--- src/rtl/hex_word_assembler.sv ---
// Assembles ASCII hex digits from a UART byte stream into DATA_W-bit words, one word per terminated line.
// Optional byte echo (lowercase hex folded to uppercase) is enabled by defining HEX_ASSEMBLER_ECHO_EN.
module hex_word_assembler #(
  parameter int unsigned DATA_W = 32,
  parameter int unsigned NIB_W  = 4
) (
  input  logic              clk,
  input  logic              rst,
  input  logic [7:0]        rx_data,
  input  logic              rx_valid,
  output logic [DATA_W-1:0] word_out,
  output logic [NIB_W-1:0]  word_nibbles,
  output logic              word_valid,
  input  logic              word_ready,
  output logic              err_pulse,
  output logic              overrun,
  output logic [7:0]        echo_data,
  output logic              echo_valid
);

  localparam int unsigned DIGITS = DATA_W / 4;

  typedef enum logic [1:0] {IDLE, ACCUM, DISCARD, HOLD} state_t;

  state_t            state;
  logic [DATA_W-1:0] acc;
  logic [NIB_W-1:0]  count;

  logic       is_hex;
  logic       is_term;
  logic       is_space;
  logic [3:0] nib;

  always_comb begin
    is_hex   = ((rx_data >= 8'h30) && (rx_data <= 8'h39)) ||
               ((rx_data >= 8'h41) && (rx_data <= 8'h46)) ||
               ((rx_data >= 8'h61) && (rx_data <= 8'h66));
    is_term  = (rx_data == 8'h0D) || (rx_data == 8'h0A);
    is_space = (rx_data == 8'h20);
    // Letters share the low nibble 1..6 in both cases, so +9 maps them to 10..15.
    if (rx_data <= 8'h39) nib = rx_data[3:0];
    else                  nib = rx_data[3:0] + 4'd9;
  end

  always_ff @(posedge clk) begin
    if (rst) begin
      state        <= IDLE;
      acc          <= '0;
      count        <= '0;
      word_out     <= '0;
      word_nibbles <= '0;
      word_valid   <= 1'b0;
      err_pulse    <= 1'b0;
      overrun      <= 1'b0;
    end else begin
      err_pulse <= 1'b0;
      case (state)
        IDLE: begin
          if (rx_valid) begin
            if (is_hex) begin
              acc   <= DATA_W'(nib);
              count <= NIB_W'(1);
              state <= ACCUM;
            end else if (!is_term && !is_space) begin
              state <= DISCARD;
            end
          end
        end
        ACCUM: begin
          if (rx_valid) begin
            if (is_hex) begin
              // Overflow is tested before shifting so the accumulator never wraps.
              if (count == NIB_W'(DIGITS)) begin
                state <= DISCARD;
              end else begin
                acc   <= {acc[DATA_W-5:0], nib};
                count <= count + NIB_W'(1);
              end
            end else if (is_term) begin
              word_out     <= acc;
              word_nibbles <= count;
              word_valid   <= 1'b1;
              state        <= HOLD;
            end else if (!is_space) begin
              state <= DISCARD;
            end
          end
        end
        DISCARD: begin
          if (rx_valid && is_term) begin
            err_pulse <= 1'b1;
            acc       <= '0;
            count     <= '0;
            state     <= IDLE;
          end
        end
        HOLD: begin
          if (rx_valid) overrun <= 1'b1;
          if (word_ready) begin
            word_valid <= 1'b0;
            acc        <= '0;
            count      <= '0;
            state      <= IDLE;
          end
        end
        default: state <= IDLE;
      endcase
    end
  end

`ifdef HEX_ASSEMBLER_ECHO_EN
  always_ff @(posedge clk) begin
    if (rst) begin
      echo_data  <= '0;
      echo_valid <= 1'b0;
    end else begin
      echo_valid <= rx_valid;
      if (rx_valid) begin
        if ((rx_data >= 8'h61) && (rx_data <= 8'h66)) echo_data <= rx_data - 8'h20;
        else                                          echo_data <= rx_data;
      end
    end
  end
`else
  assign echo_data  = '0;
  assign echo_valid = 1'b0;
`endif

endmodule
--- config.mk ---
export PLATFORM = sky130hd
export DESIGN_NAME = hex_word_assembler
export DESIGN_NICKNAME = d
export VERILOG_FILES = /design/src/rtl/hex_word_assembler.sv
export SDC_FILE = /design/constraint.sdc
export NUM_CORES = 1
export LEC_CHECK = 0
export CAP_MARGIN = 10
export CORE_ASPECT_RATIO = 0.5
export CORE_UTILIZATION = 55
export DETAILED_ROUTE_END_ITERATION = 10
export PLACE_DENSITY = 0.81
export RECOVER_POWER = 100
export SYNTH_ARGS = -nofsm -noshare
export SYNTH_HDL_FRONTEND = slang
export SYNTH_SLANG_ARGS = --single-unit
export TNS_END_PERCENT = 50
--- constraint.sdc ---
create_clock -name clk -period 6.3 [get_ports clk]
set_clock_uncertainty 0.1 [all_clocks]
set_input_delay 1.26 -clock clk [delete_from_list [all_inputs] [get_ports clk]]
set_output_delay 1.26 -clock clk [all_outputs]
set_load 0.05 [all_outputs]
* Word level (Yosys, flattened, before mapping)
Index checks and enable logic that the tools add are counted.
Storage, ports and cells: flip-flop bits (word level) 77, bits in latches 0, bits in writable memories 0, memory bits (read-only) 0, input port bits 12, word-level logic and storage cells 89, memories kept 0
Operators by class: $add $sub $neg 2, $mul 0, divide/modulo/power cells 0, $lt $le $gt $ge 6, eq/ne operators 19, shifts and indexed selects 0, mux-type cells 34, bitwise gates (word level) 2, reduce and logical (&&, ||, !) cells 18
Operators by type and width (number):
- 32-bit 2-to-1 mux | 7
- 32-bit one-hot mux with 4 select lines | 1
- 4-bit 2-to-1 mux | 8
- 2-bit 2-to-1 mux | 10
- 2-bit != test, second input constant | 9
- 8-bit by 4-bit equality test with 1-bit output, second input constant | 2
- 8-bit by 7-bit >= comparator with 1-bit output, second input constant | 2
- 8-bit by 7-bit <= comparator with 1-bit output, second input constant | 2
- 4-bit one-hot mux with 4 select lines | 1
- 7-bit AND reduction | 2
- 8-bit by 6-bit equality test with 1-bit output, second input constant | 1
- 8-bit by 6-bit >= comparator with 1-bit output, second input constant | 1
- 8-bit by 6-bit <= comparator with 1-bit output, second input constant | 1
- 2-bit one-hot mux with 4 select lines | 1
- 3-bit != test, second input constant | 2
- 1-bit logical AND | 5
- 1-bit 2-to-1 mux | 5
- 5-bit AND reduction | 1
- 4-bit by 1-bit adder with 4-bit output, second input constant | 1
- 4-bit adder, second input constant | 1
- 2-bit equality test, second input constant | 2
- 4-bit equality test, second input constant | 1
- 4-bit != test, second input constant | 1
- 4-bit AND reduction | 1
- other kinds (9) | 13

* Logic depth before layout (Yosys ltp)
word-level depth 8, depth in mapped cells 9, mapped depth without buffers 7

* Worst setup path before layout
OpenSTA, ideal clock, no wires.
path type input -> register, from input rx_data[1], to register acc[3], library setup time 122 ps, arrival 2927 ps, required time 6078 ps, slack 3151 ps, stages on the path 9, buffers on the path 2, cells stage by stage inv_1 > ha_1 > or4b_4 > and4_4 > a21o_1 > and2_4 > buf_6 > buf_12 > mux2i_1
On the way: cells in the longest elaborated chain, start to end 6, elaborated cells on any way between the ends 27, those cells by class add/sub: 1; order compare: 6; eq/ne: 5; mux: 7; reduce/logical: 8
Ends and longest elaborated chain:
- start: declaration | RTL line 9 | input logic [7:0] rx_data,
- 8-bit by 6-bit <= comparator with 1-bit output (tied with other cells) | RTL line 35, 41
- 4-bit 2-to-1 mux (tied with other cells) | RTL line 41 | if (rx_data <= 8'h39) nib = rx_data[3:0];
- 32-bit 2-to-1 mux or 1-bit logical OR (tied branches) | RTL line 73, 35
- 32-bit 2-to-1 mux or 1-bit logical OR (tied branches) | RTL line 71, 36
- 32-bit 2-to-1 mux or 2-bit != test (tied branches)
- 32-bit one-hot mux with 4 select lines or 7-bit AND reduction (tied branches)
- end signal: assignment | RTL line 61 | acc <= DATA_W'(nib);
- end signal: assignment | RTL line 76 | acc <= {acc[DATA_W-5:0], nib};
- end: declaration | RTL line 26 | logic [DATA_W-1:0] acc;
Several ways; a longest one is shown, not always the timed one. The select of a mux whose other input is x is not followed. A chain may end at the register's enable or synchronous reset.

==> flow_summary.toml <==
[status]
status = "finished with violations"
violations = "max-capacitance violations, max-slew violations"

[flow_run]
maxCapViolations = 1

[pwr]
p_int_uw = 865.0
leakage_uw = 0.001575
power_frac_comb_pct = 6.5
sw_frac_of_total_pct = 22.44
p_sw_uw = 250.3
power_uw = 1115
ir_drop_mv = 0.1298
pwr-share-clk_pct = 49.4
p_per_area_nw_per_um2 = 269.4
seqPwrFrac_pct = 44.2

[logic_synthesis]
synth_commonest_cells = "nand2_1, dfxtp_1, a21oi_1"
ys_seq_area_share_pct = 45.46
syn_area_um2 = 3391
synth-edff-count = 0
post-synth-top-count-cell = "nand2_1"
ys_warn_count = 0
ys_async_sr_fraction_pct = 0
synth.area.top_cells = "dfxtp_1, nand2_1, a21oi_1, mux2i_1, nand2b_1"
synth.avg_cell_area_um2 = 8.606
ys_types = 52
yosysTopAreaCellShare_pct = 45.46
ys_ff_latch = 77
synth_top_area_cell = "dfxtp_1"
synth_top_flop_cell = "dfxtp_1"
netlist_instances = 394

[clock_tree]
hold_buffers = 0
cts_resized = 0
insertion_delay_ns = 0.33
cts.sinks = 77
clkTransAtPathRegs_ns = 0.06
cts_made_buffers = 9
h-tree-depth = 3
cts-root-buf = "clkbuf_16"
postCtsSetupBuffers = 0
cts_buffer_depth = 2
cts_tree = "built"

[timing]
layout_worst_path_cycle_share_pct = 68.76
rsz0062_at_grt = "no"
fmaxAchievable_mhz = 230.9
maxSlewHeadroom_pct = -72.17
setup_viol_count_final = 0
slew_viol_final = 71
period_needed_ns = 4.332
worstMarginPinSlew_ns = 2.583
fin_tns_setup_ns = 0
hold_viol_final = 0

[floorplanning]
core_um2 = 5705
dieWidth_um = 113.0
design.die.area_um2 = 6502
io_pins = 60
start_util_pct = 59.43
die_y_um = 57.52
rows = 19

[place]
place_inst = 494
io_buffers = 50
dpl.hpwl_um = 4719
gp_congestion = 0.8519

[worst_hold_path]
hp-start = "word_out[19]$_SDFFE_PP0P_"
hp-class = "flop to flop"

[cells_and_area]
fin_util_pct = 72.57
layout.nets = 451
syn2layout_area_growth_pct = 22.10
final_cell_count_no_fill = 510
drive_above_1_share_pct = 5.721
insertedDiodeCount = 0

[worst_setup_path]
cp_max_fo = 70
cp-start-kind = "input port"
crit_start = "rst"
cpMaxStageDelayCell = "clkbuf_1"
crit_required_ns = 6.41
criticalPathCategory = "input port to flop"
cp.arrival_ns = 4.44
r2r-start = "state[0]$_SDFFE_PP0P_"
crit_path_end_kind = "flop"
slowest_delay_ns = 1.81
crit_chain = "clkbuf_1 > nor2_1 > clkbuf_1 > nand2_1 > nor2_1 > a221o_1"

[drt]
drc_errors = 0
antenna_left = 0
vias_per_cell = 5.445
wire_per_inst_um = 14.22
wl_um = 7250
vias = 2777
first_pass_iters = 5
drtIter0Drc = 205

[grt]
grt_usage_pct = 23.50
grt_antenna_before_repair = 0
grt_pass1_wl_um = 12080
grt_max_degree = 71
grt_pass1_vias = 2604
overflow = 0
==> worst paths after layout <==
check | cells past startpoint | slack (ns) | to
hold / removal | 2 | 0.35 | word_out[19]$_SDFFE_PP0P_
setup / recovery | 6 | 1.97 | count[3]$_SDFFE_PP0P_
setup reg to reg | 6 | 3.38 | count[3]$_SDFFE_PP0P_
hold reg to reg | 2 | 0.35 | word_out[19]$_SDFFE_PP0P_
==> state kept, by name, summed over array words and instances, names as in the netlist <==
name and flops:
acc 32, count 4, err_pulse 1, overrun 1
state 2, word_nibbles 4, word_out 32, word_valid 1
==> cell type report <==
type                       instances  area (um2)
multi-input combinational        286        1657
sequential                        77        1541
tap                               73       91.34
timing repair buffer              52       505.5
clock buffer                      10       229.0
clock inverter                     6       93.84
fill                             429        1565
inverter                           6       22.52
==> cell usage in the layout (no fill, tap or decap), types with 3 or more instances in the layout <==
| master | Yosys | final |
|---|---|---|
| a22o_1 | 10 | 10 |
| nand2b_1 | 27 | 27 |
| a31oi_1 | 3 | 3 |
| dfxtp_1 | 77 | 77 |
| o21ai_0 | 4 | 4 |
| clkbuf_16 | 0 | 9 |
| nor2_1 | 11 | 11 |
| o32ai_1 | 3 | 3 |
| ha_1 | 7 | 7 |
| nand3_1 | 6 | 6 |
| clkbuf_1 | 15 | 3 |
| nor3_1 | 3 | 3 |
| a21oi_1 | 42 | 42 |
| nand2_1 | 100 | 100 |
| nand4_1 | 3 | 3 |
| mux2i_1 | 21 | 21 |
| clkdlybuf4s50_1 | 0 | 9 |
| inv_1 | 6 | 6 |
| conb_1 | 1 | 9 |
| dlygate4sd3_1 | 0 | 40 |
==> cells by family (layout without fill, tap and decap cells) <==
logic type / count (synthesis) / count (layout) / share of synthesized area (%)
compound gates: 76 / 76 / 14.28
xor+xnor: 1 / 1 / 0.2583
fa+ha+maj: 7 / 7 / 2.583
buf+inv: 39 / 74 / 6.568
flops: 77 / 77 / 45.46
mux: 22 / 22 / 6.531
other cells: 1 / 9 / 0.1106
simple gates: 171 / 171 / 24.21
==> per-layer routing <==
metal / vias up / track usage [%] / share of wire (%)
met5: - / 0 / 0
met4: 0 / 9.023 / 0.46
met3: 4 / 4.888 / 4.6
met2: 88 / 39.70 / 47
met1: 1288 / 30.11 / 48
li1: 1397 / - / -
==> critical path, delay by kind of cell <==
kind / cells / cell delay, ns
buf+inv: 2 / 2.30
simple gates: 3 / 0.52
compound gates: 1 / 0.35
==> power groups by stage <==
stage               clock (uW)  combinational [uW]  sequential (uW)
floorplan                    0                64.4              501
global placement             0                70.4              503
detailed placement           0                71.1              503
CTS                        555                71.7              493
global route               577                77.4              493
finish                     551                72.1              493
==> metrics by stage <==
stage	setup WS (ns)	hold slack (ns)	instance area (um2)
CTS	2.325	0.3550	4145
finish	1.968	0.3487	4140
detailed placement	1.997	0.3466	3822
floorplan	3.151	0.3324	3421
global placement	2.158	0.3423	3822
global route	1.675	0.3719	4140
Note: power is estimated with default switching activity, not from simulation.
